`src/rtl/serial_frame_receiver_if.sv`:
```
// serial_frame_receiver_if
//   Groups the serial bit stream, its strobe and the receiver's results.
//   master : drives in/shift_en, observes the results (the stream source side)
//   slave  : the receiver itself
//   Signals:
//     in        serial bit from the upstream shift register's low-order output
//     shift_en  bit strobe, high on cycles where `in` holds a new bit
//     out_byte  last correctly received word
//     done      one-cycle pulse, out_byte just updated with a good frame
//     ferr      one-cycle pulse, stop bit sampled as 0
//     perr      one-cycle pulse, parity mismatch (0 when parity is not built in)
//     busy      high whenever the receiver is not idle
interface serial_frame_receiver_if #(
  parameter int DATA_W = 8
);
  logic              in;
  logic              shift_en;
  logic [DATA_W-1:0] out_byte;
  logic              done;
  logic              ferr;
  logic              perr;
  logic              busy;

  modport master (
    output in,
    output shift_en,
    input  out_byte,
    input  done,
    input  ferr,
    input  perr,
    input  busy
  );

  modport slave (
    input  in,
    input  shift_en,
    output out_byte,
    output done,
    output ferr,
    output perr,
    output busy
  );
endinterface

```
`src/rtl/serial_frame_receiver.sv`:
```
// serial_frame_receiver
//   Frames the serial stream coming out of the load/shift register stage:
//   start bit (0), DATA_W data bits LSB first, optional odd-parity bit, stop
//   bit (1). Good words are presented on out_byte with a one-cycle done pulse;
//   bad stop bits raise ferr, bad parity raises perr, and the word is dropped.
//   All sampling happens only on clock edges where shift_en is high.
//
//   Build option: define SERIAL_RX_PARITY_EN to include the parity bit and
//   perr; without it frames carry no parity bit and perr is tied low.
//
//   Ports:
//     clk     rising-edge clock shared with the shift register stage
//     areset  asynchronous active-high reset
//     rx      serial_frame_receiver_if.slave (in, shift_en, out_byte, done,
//             ferr, perr, busy)
module serial_frame_receiver #(
  parameter int DATA_W = 8
) (
  input  logic                   clk,
  input  logic                   areset,
  serial_frame_receiver_if.slave rx
);

  localparam int               CNT_W    = $clog2(DATA_W + 1);
  localparam logic [CNT_W-1:0] LAST_BIT = CNT_W'(DATA_W - 1);

`ifdef SERIAL_RX_PARITY_EN
  typedef enum logic [2:0] {IDLE, DATA, PARITY, STOP, WAIT_IDLE} state_t;
`else
  typedef enum logic [2:0] {IDLE, DATA, STOP, WAIT_IDLE} state_t;
`endif

  state_t            state_q, state_d;
  logic [CNT_W-1:0]  count_q, count_d;
  logic [DATA_W-1:0] shreg_q, shreg_d;
  logic [DATA_W-1:0] out_byte_q, out_byte_d;
  logic              done_q, done_d;
  logic              ferr_q, ferr_d;
`ifdef SERIAL_RX_PARITY_EN
  logic              par_q, par_d;
  logic              perr_q, perr_d;

  // Odd parity holds when data bits plus parity bit have an odd popcount.
  function automatic logic parity_ok(input logic [DATA_W-1:0] d, input logic p);
    return ^{d, p};
  endfunction
`endif

  // ---- next-state / output decode ----
  always_comb begin
    state_d    = state_q;
    count_d    = count_q;
    shreg_d    = shreg_q;
    out_byte_d = out_byte_q;
    done_d     = 1'b0;
    ferr_d     = 1'b0;
`ifdef SERIAL_RX_PARITY_EN
    par_d      = par_q;
    perr_d     = 1'b0;
`endif
    if (rx.shift_en) begin
      case (state_q)
        IDLE: begin
          if (!rx.in) begin
            state_d = DATA;
            count_d = '0;
          end
        end
        DATA: begin
          // Shifting in from the top lands the first (LSB) bit at bit 0
          // once all DATA_W bits are in, i.e. bit `count` gets sample `count`.
          shreg_d = {rx.in, shreg_q[DATA_W-1:1]};
          count_d = count_q + CNT_W'(1);
          if (count_q == LAST_BIT) begin
`ifdef SERIAL_RX_PARITY_EN
            state_d = PARITY;
`else
            state_d = STOP;
`endif
          end
        end
`ifdef SERIAL_RX_PARITY_EN
        PARITY: begin
          par_d   = rx.in;
          state_d = STOP;
        end
`endif
        STOP: begin
          if (rx.in) begin
            state_d = IDLE;
`ifdef SERIAL_RX_PARITY_EN
            if (parity_ok(shreg_q, par_q)) begin
              out_byte_d = shreg_q;
              done_d     = 1'b1;
            end else begin
              perr_d = 1'b1;
            end
`else
            out_byte_d = shreg_q;
            done_d     = 1'b1;
`endif
          end else begin
            // A bad stop bit wins over any parity problem.
            state_d = WAIT_IDLE;
            ferr_d  = 1'b1;
          end
        end
        WAIT_IDLE: begin
          if (rx.in) begin
            state_d = IDLE;
          end
        end
        default: state_d = IDLE;
      endcase
    end
  end

  // ---- control and result registers ----
  always_ff @(posedge clk or posedge areset) begin
    if (areset) begin
      state_q    <= IDLE;
      count_q    <= '0;
      out_byte_q <= '0;
      done_q     <= 1'b0;
      ferr_q     <= 1'b0;
`ifdef SERIAL_RX_PARITY_EN
      perr_q     <= 1'b0;
`endif
    end else begin
      state_q    <= state_d;
      count_q    <= count_d;
      out_byte_q <= out_byte_d;
      done_q     <= done_d;
      ferr_q     <= ferr_d;
`ifdef SERIAL_RX_PARITY_EN
      perr_q     <= perr_d;
`endif
    end
  end

  // ---- data capture registers ----
  always_ff @(posedge clk) begin
    shreg_q <= shreg_d;
`ifdef SERIAL_RX_PARITY_EN
    par_q   <= par_d;
`endif
  end

  assign rx.out_byte = out_byte_q;
  assign rx.done     = done_q;
  assign rx.ferr     = ferr_q;
`ifdef SERIAL_RX_PARITY_EN
  assign rx.perr     = perr_q;
`else
  assign rx.perr     = 1'b0;
`endif
  assign rx.busy     = (state_q != IDLE);

endmodule

```
`src/flat_wrapper.sv`:
```
// flat-port wrapper written by rule: the top's interface ports become plain ports
module serial_frame_receiver_flat 
#(
  parameter int DATA_W = 8
)
  (clk, areset, rx_in, rx_shift_en, rx_out_byte, rx_done, rx_ferr, rx_perr, rx_busy);
  serial_frame_receiver_if #(.DATA_W(DATA_W)) rx_i ();
  input  logic clk;
  input  logic areset;
  input wire logic [$bits(rx_i.in)-1:0] rx_in;
  input wire logic [$bits(rx_i.shift_en)-1:0] rx_shift_en;
  output wire logic [$bits(rx_i.out_byte)-1:0] rx_out_byte;
  output wire logic [$bits(rx_i.done)-1:0] rx_done;
  output wire logic [$bits(rx_i.ferr)-1:0] rx_ferr;
  output wire logic [$bits(rx_i.perr)-1:0] rx_perr;
  output wire logic [$bits(rx_i.busy)-1:0] rx_busy;
  assign rx_i.in = rx_in;
  assign rx_i.shift_en = rx_shift_en;
  assign rx_out_byte = rx_i.out_byte;
  assign rx_done = rx_i.done;
  assign rx_ferr = rx_i.ferr;
  assign rx_perr = rx_i.perr;
  assign rx_busy = rx_i.busy;
  serial_frame_receiver #(.DATA_W(DATA_W)) u_core (.clk(clk), .areset(areset), .rx(rx_i));
endmodule
```
`config.mk`:
```
export PLATFORM = sky130hd
export DESIGN_NAME = serial_frame_receiver_flat
export DESIGN_NICKNAME = d
export VERILOG_FILES = /design/src/rtl/serial_frame_receiver_if.sv /design/src/rtl/serial_frame_receiver.sv /design/src/flat_wrapper.sv
export SDC_FILE = /design/constraint.sdc
export NUM_CORES = 1
export LEC_CHECK = 0
export ABC_AREA = 1
export CAP_MARGIN = 40
export CORE_MARGIN = 2
export CORE_UTILIZATION = 54
export DETAILED_ROUTE_END_ITERATION = 10
export PLACE_DENSITY = 0.91
export SETUP_SLACK_MARGIN = 0.02
export SYNTH_ARGS = -nofsm -noshare
export SYNTH_HDL_FRONTEND = slang
export SYNTH_SLANG_ARGS = --single-unit
export TNS_END_PERCENT = 100
```
`constraint.sdc`:
```
create_clock -name clk -period 2.1 [get_ports clk]
set_clock_uncertainty 0.15 [all_clocks]
set_input_delay 0.42 -clock clk [delete_from_list [all_inputs] [get_ports clk]]
set_output_delay 0.42 -clock clk [all_outputs]
set_load 0.005 [all_outputs]
```
==> impl_summary.txt, run 1 <==
----------------------------------------------------
[Clocking]
  Clock root buffer ... clkbuf_4
  Buffer levels on the longest clock path ... 2
  Hold buffers post-CTS ... 0
  Clock tree from TritonCTS ... built
  Number of CTS-inserted buffers ... 3
  Clock latency on the worst-skew pair ... 0.32 ns
  H-tree lvl count ... 1
  Clock slew seen by the registers of the worst setup and hold paths ... 0.13 ns
  CTS Sinks ... 24

[GRT]
  Via count of the first global-routing pass ... 638
  Largest net degree at the start of global routing ... 17
  Antenna violations before repair ... 0
  Global-route wire length before repair ... 2704 µm
  Total track usage ... 18.44%
  Remaining Overflow, GRT ... 0

[Detailed routing]
  Pre-antenna DRT Iters ... 4
  Number of DRC markers in iteration 0 ... 9
  Routed vias ... 675
  Residual antenna-violating net count after detailed routing ... 0
  Total wirelength of the detailed-routed design ... 1696 µm
  DRC violation count after routing ... 0
  Via count normalized by instance count ... 4.927
  Mean routed wirelength per cell ... 12.38 µm

[Critical path]
  Arrival time worst endpoint ... 1.44 ns
  Critical Path Fanout Max ... 5
  Worst Setup Start Kind ... flop
  Critical path start-end classification ... reg2out
  Kind of end point of the critical path ... output port
  Req. time, crit path ... 1.53 ns

[Placement]
  Number of cells after detailed placement ... 132
  Total placed instance area ... 1159 µm²
  Final HPWL DP ... 1200 µm
  Post-Place Worst Slack ... 0.2246 ns
  Input/output buffers ... 14
  Routability congestion estimate ... 0.7724

[Cells and area]
  Commonest non-fill, non-tap cells in the layout ... nand2_1, clkdlybuf4s50_1, dfrtp_1
  Leading cell type in the layout, fill and taps excluded ... nand2_1
  Non-filler cells, final ... 137
  Fraction of final layout cells sized beyond drive strength 1 ... 15.18%
  Filler cell count ... 146
  Number of nets in the final layout ... 118
  Number of antenna repair diodes ... 0
  Final standard cell area without fillers ... 1202 µm²
  Area delta synth->final ... 20.88%
  Final core utilization ... 69.64%

[Timing]
  Maximum clock frequency ... 496.6 MHz
  Slew headroom ... 59.20%
  Setup slack of the critical path after layout ... 0.08635 ns
  Final Hold Viols ... 0
  Min Hold Slack ... 0.3056 ns
  Count of pins over their slew limit ... 0
  Share of the clock period used by the worst path ... 95.89%
  Total negative setup slack ... 0 ns
  Transition at the pin with the smallest max-transition slack ... 0.6113 ns
  RSZ-0062 raised after global routing ... false
  Number of setup violations in the final report ... 0
  Shortest period the worst path allows ... 2.014 ns

[Synth]
  Syn Inst Count ... 94
  Count of state elements after synthesis ... 24
  Syn nets ... 99
  Count of distinct cell types in the synthesized netlist ... 21
  Count of synthesis-stage warnings from yosys ... 0
  Mean instance size in the synthesized netlist ... 10.58 µm²
  Cell accounting for the most synthesized area ... dfrtp_1
  Post-synthesis instance area ... 994.7 µm²
  Seq/Total Area, Yosys ... 64.40%
  Ranking of synthesized cells by area ... dfrtp_1, edfxtp_1, nand2_1
  Area share of the largest cell type after synthesis ... 40.25%

[Floorplanning]
  Total Die Area ... 2201 µm²
  Top-Level Pins ... 16
  Row Count ... 15
  Width of the chip ... 46.92 µm
  Initial core utilization ... 57.61%
  Core area ... 1727 µm²
  Y dimension of the die ... 46.92 µm

[Power]
  Largest voltage drop on the vdd net ... 0.7433 mV
  Power per unit of standard cell area ... 1251 nW/µm²
  Switching power ... 0.5169 mW
  Reg power frac ... 49.9%
  Pint ... 0.9875 mW
  Leakage power of the design ... 0.5281 nW
  Clock network power share ... 13.9%
  Power share of the combinational group ... 36.2%
  Switching share of power ... 34.36%
  Total Power Consumption ... 1.504 mW

[Min path]
  Hold crit path type ... in2async

[Run]
  Max-cap violation count ... 0

[Outcome]
  Status ... finished, final reports clean

----------------------------------------------------
==> cell families (layout without fill, tap and decap cells) <==
group / Yosys count / after routing / share of synthesized area [%]
and+or+nand+nor: 52 / 52 / 24.65
DFF: 24 / 24 / 64.40
buffers and inverters: 9 / 27 / 4.278
AOI/OAI and AO/OA: 7 / 7 / 5.031
adders and majority gates: 1 / 1 / 1.258
other: 1 / 1 / 0.3770
==> synthesized netlist by cell type, drive strengths merged <==
cell type	number
buf	1
dfrtp	16
clkinv	1
o31ai	1
nand3	5
o21ai	4
ha	1
edfxtp	8
conb	1
nor4	1
nand2	37
inv	7
a21oi	2
nand3b	1
nor2	7
nand4	1
==> power by group through the flow <==
stage               logic, mW  registers, mW  clock network [mW]
finish                  0.544          0.751               0.209
global route            0.610          0.766               0.225
CTS                     0.516          0.751               0.211
detailed placement      0.513          0.757                   0
global placement        0.491          0.749                   0
floorplan               0.274          0.745                   0
==> flip-flops by register name (all words and copies together), names as in the netlist <==
register            flops
u_core.rx.ferr          1
u_core.shreg_q          8
u_core.count_q          4
u_core.rx.done          1
u_core.state_q          2
u_core.rx.out_byte      8
==> cell type report <==
cell class	instances	area [µm²]	area share (%)
clock buffers	3	22.52	1.873
repair buffers	15	147.6	12.28
multi-input cells	61	319.1	26.53
inverters	8	35.03	2.914
clock inverters	1	3.754	0.3122
well taps	25	31.28	2.601
flip-flops and latches	24	643.1	53.49
==> worst max-delay path, cell delays in order (launching register included) <==
cell and delay (ns):
dfrtp_2 0.49, nor2_4 0.13, inv_1 0.05, clkdlybuf4s50_1 0.44
==> worst paths after layout <==
kind	depth (start not counted)	endpoint	from	slack [ns]
worst min register to register	2	u_core.rx.out_byte[0]	u_core.shreg_q[0]	0.32
worst min-delay path	2	u_core.rx.out_byte[7]	areset	0.31
max in group asynchronous	2	u_core.state_q[0]	areset	1.07
worst max-delay path	3	rx_busy	u_core.state_q[0]	0.09
worst max register to register	4	u_core.shreg_q[1]	u_core.state_q[1]	0.52
min in group clk	2	u_core.rx.out_byte[0]	u_core.shreg_q[0]	0.32
==> routing by layer <==
layer | wire length [µm] | GRT usage, % | part of all wire (%)
met5 | 0 | 0 | 0
met4 | 34 | 11.67 | 2.0
met3 | 60 | 3.846 | 3.5
met2 | 838 | 29.86 | 49
met1 | 762 | 22.42 | 45
==> what timing repair did <==
action,CTS,global route
setup buffers,0,1
endpoints found under the setup margin,1,1
gates resized for setup,1,3
Power figures use the tool's default switching activity.
==> run 2: changes to the inputs <==
--- a/config.mk
+++ b/config.mk
@@ -10,7 +10,7 @@
 export CORE_MARGIN = 2
 export CORE_UTILIZATION = 54
 export DETAILED_ROUTE_END_ITERATION = 10
-export PLACE_DENSITY = 0.91
+export PLACE_DENSITY_LB_ADDON = 0.1
 export SETUP_SLACK_MARGIN = 0.02
 export SYNTH_ARGS = -nofsm -noshare
 export SYNTH_HDL_FRONTEND = slang
==> run 2 against run 1 <==
Compared with the run above:
- critical path depth stayed put
- worst setup slack better by 0.035 ns
- cell count is 0.73% lower
- flip-flop and latch count stayed put
- global-route usage is 0.86 points lower
- non-clock buffer count is 1 lower
- design area is 1.6% higher
- largest power group unchanged
- die area stayed put
==> impl_summary.txt, run 2 (same netlist as run 1, synthesis figures left out) <==
----------------------------------------------------
[Power]
  Power per unit of standard cell area ... 1298 nW/µm²
  Total Power Consumption ... 1.585 mW
  Switching power ... 0.4868 mW
  Clock network power share ... 20.3%
  Leakage power of the design ... 0.5357 nW
  Largest voltage drop on the vdd net ... 0.6492 mV
  Pint ... 1.098 mW
  Reg power frac ... 47.7%
  Switching share of power ... 30.72%
  Power share of the combinational group ... 32.0%

[Detailed routing]
  Mean routed wirelength per cell ... 11.20 µm
  Number of DRC markers in iteration 0 ... 11
  Residual antenna-violating net count after detailed routing ... 0
  Via count normalized by instance count ... 4.801
  DRC violation count after routing ... 0
  Routed vias ... 653
  Pre-antenna DRT Iters ... 4
  Total wirelength of the detailed-routed design ... 1523 µm

[Critical path]
  Critical path start-end classification ... reg2out
  Worst Reg-to-Reg Cells ... 4
  Req. time, crit path ... 1.53 ns
  End of the worst register-to-register path ... u_core.shreg_q[0]
  Critical path endpoint ... rx_busy
  Kind of end point of the critical path ... output port
  Critical Path Fanout Max ... 5
  Crit. Startpoint ... u_core.state_q[1]
  Launch instance of the worst register-to-register path ... u_core.state_q[0]
  Flop2flop setup slack ... 0.64 ns
  Arrival time worst endpoint ... 1.41 ns
  Worst Setup Start Kind ... flop

[Timing]
  Maximum clock frequency ... 505.4 MHz
  Slew headroom ... 59.06%
  RSZ-0062 raised after global routing ... false
  Shortest period the worst path allows ... 1.979 ns
  Number of setup violations in the final report ... 0
  Min Hold Slack ... 0.3095 ns
  Count of pins over their slew limit ... 0
  Total negative setup slack ... 0 ns
  Transition at the pin with the smallest max-transition slack ... 0.6134 ns
  Final Hold Viols ... 0
  Share of the clock period used by the worst path ... 94.22%

[Cells and area]
  Area delta synth->final ... 22.77%
  Number of nets in the final layout ... 117
  Number of antenna repair diodes ... 0
  Commonest non-fill, non-tap cells in the layout ... nand2_1, clkdlybuf4s50_1, dfrtp_1
  Fraction of final layout cells sized beyond drive strength 1 ... 15.32%
  Leading cell type in the layout, fill and taps excluded ... nand2_1

[GRT]
  Global-route wire length before repair ... 2649 µm
  Antenna violations before repair ... 0
  Via count of the first global-routing pass ... 609
  Total track usage ... 17.58%
  Remaining Overflow, GRT ... 0
  Largest net degree at the start of global routing ... 17

[Floorplanning]
  Core area ... 1727 µm²
  Row Count ... 15
  Initial core utilization ... 57.61%
  Top-Level Pins ... 16
  Width of the chip ... 46.92 µm
  Y dimension of the die ... 46.92 µm
  Total Die Area ... 2201 µm²

[Run]
  Max-cap violation count ... 0

[Placement]
  Routability congestion estimate ... 0.7077
  Final HPWL DP ... 1095 µm
  Input/output buffers ... 14

[Clocking]
  Number of CTS-inserted buffers ... 3
  CTS Sinks ... 24
  Clock slew seen by the registers of the worst setup and hold paths ... 0.13 ns
  Buffer levels on the longest clock path ... 2
  Clock tree from TritonCTS ... built
  H-tree lvl count ... 1
  Clock root buffer ... clkbuf_4
  Buffers inserted by post-CTS timing repair ... 0
  Hold buffers post-CTS ... 0
  Clock latency on the worst-skew pair ... 0.31 ns

[Min path]
  Hold crit path type ... reg2reg

[Outcome]
  Status ... finished, final reports clean

----------------------------------------------------
run 2: area by class of cell:
type                            instances  area (µm²)
Sequential cell                        24       643.1
Fill cell                             132       505.5
Multi-Input combinational cell         61       319.1
Timing Repair Buffer                   14       140.1
Inverter                                8       35.03
Tap cell                               25       31.28
Clock inverter                          1       30.03
Clock buffer                            3       22.52
run 2: through the flow:
| stage | utilization [%] | worst slack, ns | instance area, µm² | std cells |
|---|---|---|---|---|
| 2_1_floorplan | - | 0.7443 | 994.7 | 94 |
| 3_3_place_gp | 67.10 | 0.2725 | 1159 | 132 |
| 3_5_place_dp | 67.10 | 0.2340 | 1159 | 132 |
| 4_1_cts | 70.29 | 0.05297 | 1214 | 136 |
| 5_1_grt | 70.72 | 0.02815 | 1221 | 136 |
| 6_report | 70.72 | 0.1213 | 1221 | 136 |
run 2: repair_timing:
| item | CTS | global route |
|---|---|---|
| pin swaps | 0 | 0 |
| endpoints found under the setup margin | 1 | 1 |
| gates resized for setup | 1 | 3 |
run 2: critical path, cell delays in order (launching register included):
cell and delay [ns]:
dfrtp_2 0.49, nor2_4 0.14, inv_1 0.04, clkdlybuf4s50_1 0.43
run 2: how the worst min path moves through the flow:
stage                 startpoint                     to  slack [ns]  cells past startpoint
2_1_floorplan             areset      u_core.count_q[0]        0.18                      1
3_3_place_gp   u_core.shreg_q[0]  u_core.rx.out_byte[0]        0.28                      2
3_5_place_dp   u_core.shreg_q[0]  u_core.rx.out_byte[0]        0.29                      2
4_1_cts        u_core.shreg_q[0]  u_core.rx.out_byte[0]        0.32                      2
5_1_grt        u_core.shreg_q[7]      u_core.shreg_q[6]        0.35                      0
6_report       u_core.shreg_q[0]  u_core.rx.out_byte[0]        0.31                      2
run 2: layer usage:
layer | up-vias | wire (µm) | part of all wire (%) | GRT usage (%)
met2 | 7 | 736 | 48 | 29.04
met5 | - | 0 | 0 | 0
li1 | 341 | - | - | -
met1 | 303 | 736 | 48 | 22.19
met4 | 0 | 21 | 1.4 | 8.333
met3 | 2 | 29 | 1.9 | 3.462
run 2: power groups by stage:
| stage | Sequential (mW) | Clock (mW) | Combinational [mW] |
|---|---|---|---|
| after floorplan | 0.745 | 0 | 0.274 |
| after global placement | 0.748 | 0 | 0.496 |
| after detailed placement | 0.751 | 0 | 0.507 |
| after CTS | 0.746 | 0.335 | 0.510 |
| after global routing | 0.778 | 0.354 | 0.578 |
| final | 0.756 | 0.322 | 0.506 |
